===== config.mk =====
export PLATFORM = sky130hd
export DESIGN_NAME = acc_seq
export DESIGN_NICKNAME = d
export VERILOG_FILES = /design/src/rtl/acc_seq_pkg.sv /design/src/rtl/acc_seq_addsub.sv /design/src/rtl/acc_seq.sv
export SDC_FILE = /design/constraint.sdc
export NUM_CORES = 1
export LEC_CHECK = 0
export CORE_ASPECT_RATIO = 0.6
export CORE_MARGIN = 2
export CORE_UTILIZATION = 44
export CTS_BUF_LIST = sky130_fd_sc_hd__clkbuf_16
export DETAILED_ROUTE_END_ITERATION = 8
export PLACE_DENSITY = 0.85
export SETUP_SLACK_MARGIN = 0.05
export SLEW_MARGIN = 20
export SYNTH_ARGS = -nofsm -noshare
export SYNTH_HDL_FRONTEND = slang
export SYNTH_HIERARCHICAL = 1
export SYNTH_SLANG_ARGS = --single-unit

===== constraint.sdc =====
create_clock -name clk -period 2.3 [get_ports clk]
set_clock_uncertainty 0.2 [all_clocks]
set_input_delay 0.345 -clock clk [delete_from_list [all_inputs] [get_ports clk]]
set_output_delay 0.345 -clock clk [all_outputs]
set_load 0.005 [all_outputs]

===== src/rtl/acc_seq_pkg.sv =====
// acc_seq_pkg: shared encodings and helpers for the acc_seq accumulator sequencer.
//   op_t     command opcodes carried on in_op
//   state_t  handshake FSM states
//   cmd_t    command captured at acceptance
//   signed_ovf  two's-complement overflow of a 4-bit add with pre-inverted operand
package acc_seq_pkg;

    localparam int ACC_W = 4;

    typedef enum logic [1:0] {
        OP_LOAD  = 2'b00,
        OP_ADD   = 2'b01,
        OP_SUB   = 2'b10,
        OP_CLEAR = 2'b11
    } op_t;

    typedef enum logic [1:0] {
        IDLE = 2'b00,
        EXEC = 2'b01,
        RESP = 2'b10
    } state_t;

    typedef struct packed {
        op_t              op;
        logic [ACC_W-1:0] data;
    } cmd_t;

    // Overflow when both effective operands share a sign and the result's sign differs.
    function automatic logic signed_ovf(
        input logic [ACC_W-1:0] a,
        input logic [ACC_W-1:0] b_eff,
        input logic [ACC_W-1:0] r
    );
        return (a[ACC_W-1] == b_eff[ACC_W-1]) && (r[ACC_W-1] != a[ACC_W-1]);
    endfunction

endpackage


===== src/rtl/acc_seq_addsub.sv =====
// acc_seq_addsub: 4-bit adder/subtractor, result = operand_a +/- operand_b mod 16.
//   result     out  sum (mode=0) or difference (mode=1)
//   operand_a  in   first operand
//   operand_b  in   second operand
//   mode       in   0 add, 1 subtract
module acc_seq_addsub (
    output logic [3:0] result,
    input  logic [3:0] operand_a,
    input  logic [3:0] operand_b,
    input  logic       mode
);

    // Subtraction as a + ~b + 1, so one carry chain serves both modes.
    always_comb result = operand_a + (operand_b ^ {4{mode}}) + {3'b000, mode};

endmodule


===== src/rtl/acc_seq.sv =====
// acc_seq: handshake-driven 4-bit accumulator executing LOAD/ADD/SUB/CLEAR commands.
//   clk, rst        clock, synchronous active-high reset
//   in_valid/ready  command handshake; in_op opcode, in_data signed operand
//   out_valid/ready response handshake
//   out_acc         accumulator after last command; out_ovf its signed overflow
//   out_zero        out_acc == 0; out_sticky OR of overflows since CLEAR/reset
//   op_count        executed-command counter, wraps at 2^CNT_W
module acc_seq
    import acc_seq_pkg::*;
#(
    parameter int CNT_W = 8
) (
    input  logic             clk,
    input  logic             rst,
    input  logic             in_valid,
    output logic             in_ready,
    input  logic [1:0]       in_op,
    input  logic [3:0]       in_data,
    output logic             out_valid,
    input  logic             out_ready,
    output logic [3:0]       out_acc,
    output logic             out_ovf,
    output logic             out_zero,
    output logic             out_sticky,
    output logic [CNT_W-1:0] op_count
);

    state_t           state, state_nx;
    cmd_t             cmd;
    logic [ACC_W-1:0] acc, sum, b_eff;
    logic             ovf, sticky, mode, arith, is_load, is_clear, ovf_nx;
    logic [CNT_W-1:0] cnt;

    always_ff @(posedge clk) state <= rst ? IDLE : state_nx;

    always_comb
        state_nx = (state == IDLE) ? (in_valid ? EXEC : IDLE) :
                   (state == EXEC) ? RESP :
                   (out_ready ? IDLE : RESP);

    always_comb begin
        in_ready  = (state == IDLE);
        out_valid = (state == RESP);
    end

    always_comb begin
        mode     = (cmd.op == OP_SUB);
        is_load  = (cmd.op == OP_LOAD);
        is_clear = (cmd.op == OP_CLEAR);
        arith    = !is_load && !is_clear;
        b_eff    = cmd.data ^ {ACC_W{mode}};
        ovf_nx   = arith && signed_ovf(acc, b_eff, sum);
    end

    acc_seq_addsub u_addsub (
        .result    (sum),
        .operand_a (acc),
        .operand_b (cmd.data),
        .mode      (mode)
    );

    // Command is latched only on the IDLE handshake, so input traffic during
    // EXEC/RESP cannot disturb the operation in flight.
    always_ff @(posedge clk) begin
        if (rst) begin
            cmd    <= '{op: OP_LOAD, data: '0};
            acc    <= '0;
            ovf    <= 1'b0;
            sticky <= 1'b0;
            cnt    <= '0;
        end else begin
            if (in_ready && in_valid) begin
                cmd.op   <= op_t'(in_op);
                cmd.data <= in_data;
            end
            if (state == EXEC) begin
                acc    <= is_load ? cmd.data : is_clear ? '0 : sum;
                ovf    <= ovf_nx;
                sticky <= is_clear ? 1'b0 : (sticky | ovf_nx);
                cnt    <= cnt + CNT_W'(1);
            end
        end
    end

    always_comb begin
        out_acc    = acc;
        out_ovf    = ovf;
        out_sticky = sticky;
        out_zero   = (acc == '0);
        op_count   = cnt;
    end

endmodule


==> key figures <==
Status
  – Run status: complete, no violations

Timing
  – RSZ-0062 raised after global routing: yes
  – Setup TNS: 0 ns
  – Hold_ws: about 0.28 ns
  – Slew Viols, Final: 0
  – Fin crit period: about 2.2 ns
  – Final period util: 0.964
  – Final setup violation count: 0
  – Final setup margin: 0.0837 ns
  – Worst slew margin: 0.682
  – Endpoints failing hold: 0
  – Worst Tran Pin Value: 0.477 ns
  – Fmax: between 0.4 and 0.5 GHz

Worst setup path
  – Worst Setup Start Kind: flip-flop
  – Largest fanout on the critical path: 5
  – CP endpoint: out_sticky
  – Setup crit end kind: flip-flop
  – Worst r2r src: cmd[4]
  – RR Endpoint: out_sticky
  – Worst EP arrival: about 2.2 ns
  – R2R setup slack: ~0.084 ns
  – Critical path required time: around 2.2 ns
  – Critical Path Start: cmd[4]
  – Worst r2r path cells: 10
  – Setup Crit Path Kind: reg2reg

Clock network
  – CTS max path bufs: 2
  – CTS tree: done
  – Sink Count: 22
  – # hold bufs at CTS: 0
  – CTS clk-pin slew, worst paths: 0.06 ns
  – Clk root buf: clkbuf_16
  – CTS Buf Count: 3
  – Latest clock arrival within the worst-skew pair: about 0.25 ns
  – H-Tree Depth: 1

Synthesis
  – Synth unique cells: 35
  – Largest family of logic cells by synthesized area: simple AND/OR/NAND/NOR gates
  – Asr flop ratio synth: 0
  – Syn Nets: about 140
  – Yosys reg bits: 22
  – Ys Warns: 6
  – Synth Area in XOR/XNOR: 0.0768
  – Post-Synth Simple-Gate Area: 0.216
  – Predominant post-synthesis flop cell: dfxtp_1
  – Syn Std Cell Area: roughly 0.0011 sq mm
  – Adder-cell share of the synthesized area: 0.0833
  – Post-synthesis compound-gate area fraction: 0.122
  – Post-synth EDFFs: 0
  – Avg Inst Size Synth: between 9 and 10 sq um
  – Seq/Total Area, Yosys: 0.386
  – Mux share of post-synthesis cell area: 0.0844
  – Mapped Cells: 120

Power
  – Comb power frac: 0.213
  – Clock power share: 0.358
  – Net Switching: roughly 250 uW
  – Lkg Pwr: 0.612 nW
  – Reg power frac: 0.430
  – Switching share of power: 0.248
  – Peak supply drop: ~0.00042 V
  – Power Density: about 630 mW/mm^2
  – Internal power: about 750 uW

Floorplanning
  – IO Count: 27
  – Die X: 69.7 microns
  – FP Rows: 14
  – Chip height: 43.4 microns
  – Die area: ~0.0030 sq mm
  – Starting Density: 0.459
  – Core Footprint: 0.00249 sq mm

Placement
  – DP Wirelength: 2.01 mm
  – Final GP Congestion: a little under 0.9
  – DP Area: around 0.0014 sq mm
  – Dpl ws: -0.0107 ns
  – PortBufs: 26

Final layout
  – # diodes: 0
  – Area Growth Syn to Fin: 37.3%
  – Nets: 170
  – Fin area: about 0.0016 sq mm
  – Share of layout cells above drive strength 1: 0.119

Routing
  – Vias: approximately 990
  – DRT antenna net count: 0
  – Router iterations before antenna repair: 4
  – WL/cell: about 15 microns
  – DRC: 0
  – Avg Vias per Cell: between 5 and 6
  – Starting DRC count in detailed routing: 58
  – Routed WL: between 2 and 3 mm

Global routing
  – Global-route wire length before repair: ~4.7 mm
  – Maximum number of pins on one net before global-route repair: 25
  – Number of global-route vias before repair: between 900 and 1,000
  – GRT Util Overall: 0.201
  – Initial antenna violation count: 0
  – Total grt overflow: 0

Min path
  – Worst Hold Class: reg2reg

Flow run
  – Max cap viols: 0
## through the flow
stage	power, mW	util	instances
CTS	0.993	0.623	181
global route	1.03	0.630	183
detailed placement	0.630	0.582	177
floorplan	0.548	-	120
global placement	0.619	0.582	177
finish	0.994	0.630	183
## final cells by class
cell class / count / area (sq um)
clock buffers: 3 / 75.1
well taps: 32 / 40.0
fillers: 205 / 921
flip-flops and latches: 22 / 443
inverters: 3 / 11.3
repair buffers: 33 / 313
multi-input cells: 90 / 684
## critical path: stages, from the launching register on
cell	delay, ns
dfxtp_2	0.33
inv_2	0.05
ha_4	0.17
xor2_1	0.16
ha_1	0.32
a21o_1	0.19
a31oi_4	0.16
xnor2_2	0.09
nor2b_1	0.14
mux2i_1	0.20
o2bb2ai_1	0.08
## synth_stat cells, types with 2 or more instances
cell type	instances	area share
a211oi_1	2	0.013
a21oi_1	6	0.026
a221oi_1	3	0.023
buf_2	2	0.0088
clkbuf_1	2	0.0066
dfxtp_1	22	0.39
ha_1	6	0.066
inv_1	3	0.0099
mux2i_1	7	0.061
nand2_1	3	0.0099
nand3_1	2	0.0088
nand3b_1	3	0.020
nand4_1	2	0.011
nor2_1	15	0.049
nor2b_1	5	0.027
nor3_1	4	0.018
nor3b_1	2	0.013
o21ai_0	3	0.013
o31ai_1	2	0.013
or3_1	2	0.011
or4_1	2	0.013
xnor2_1	6	0.046
xor2_1	4	0.031
## layout by cell type (no fill, tap or decap), drive strengths merged, types with 4 or more instances in the layout
master,instances
buf,7
xor2,4
ha,6
nor2b,5
mux2i,7
xnor2,6
dfxtp,22
nor3,4
a21oi,6
clkdlybuf4s50,26
nor2,15
## metal layers
layer	GRT usage	up-vias	wire, microns
met3	0.0512	4	125
met5	0	-	0
met4	0.0577	0	36
li1	-	489	-
met1	0.240	474	1260
met2	0.367	25	1310
## how the worst min path moves through the flow
stage,from,end,slack [ns],cells after the start
floorplan,out_ready,state[1],0.25,1
global route,out_sticky,out_sticky,0.30,1
detailed placement,out_sticky,out_sticky,0.28,1
finish,out_ovf,out_ovf,0.28,2
CTS,out_ovf,out_ovf,0.28,2
global placement,out_sticky,out_sticky,0.25,1
## cells by family after synthesis
group / after synthesis
simple gates: 45
flops: 22
compound gates: 19
xor+xnor: 10
mux: 9
buf+inv: 8
fa+ha+maj: 7
## flip-flops by register name, indices dropped and copies added (netlist names)
name / flops
cmd: 6
op_count: 8
out_acc: 4
out_ovf: 1
out_sticky: 1
state: 2
## power by group through the flow
| stage | logic (mW) | registers (mW) | clock network, mW |
|---|---|---|---|
| 2_1_floorplan | 0.121 | 0.427 | 0 |
| 3_3_place_gp | 0.187 | 0.431 | 0 |
| 3_5_place_dp | 0.197 | 0.433 | 0 |
| 4_1_cts | 0.207 | 0.426 | 0.361 |
| 5_1_grt | 0.229 | 0.429 | 0.374 |
| 6_report | 0.212 | 0.427 | 0.355 |
## timing repair
| action | 4_1_cts | 5_1_grt |
|---|---|---|
| setup buffers | 1 | 2 |
| resized for setup | 5 | 1 |
| pin swaps | 1 | 4 |
| endpoints found under the setup margin | 2 | 2 |
Power figures use the tool's default switching activity.
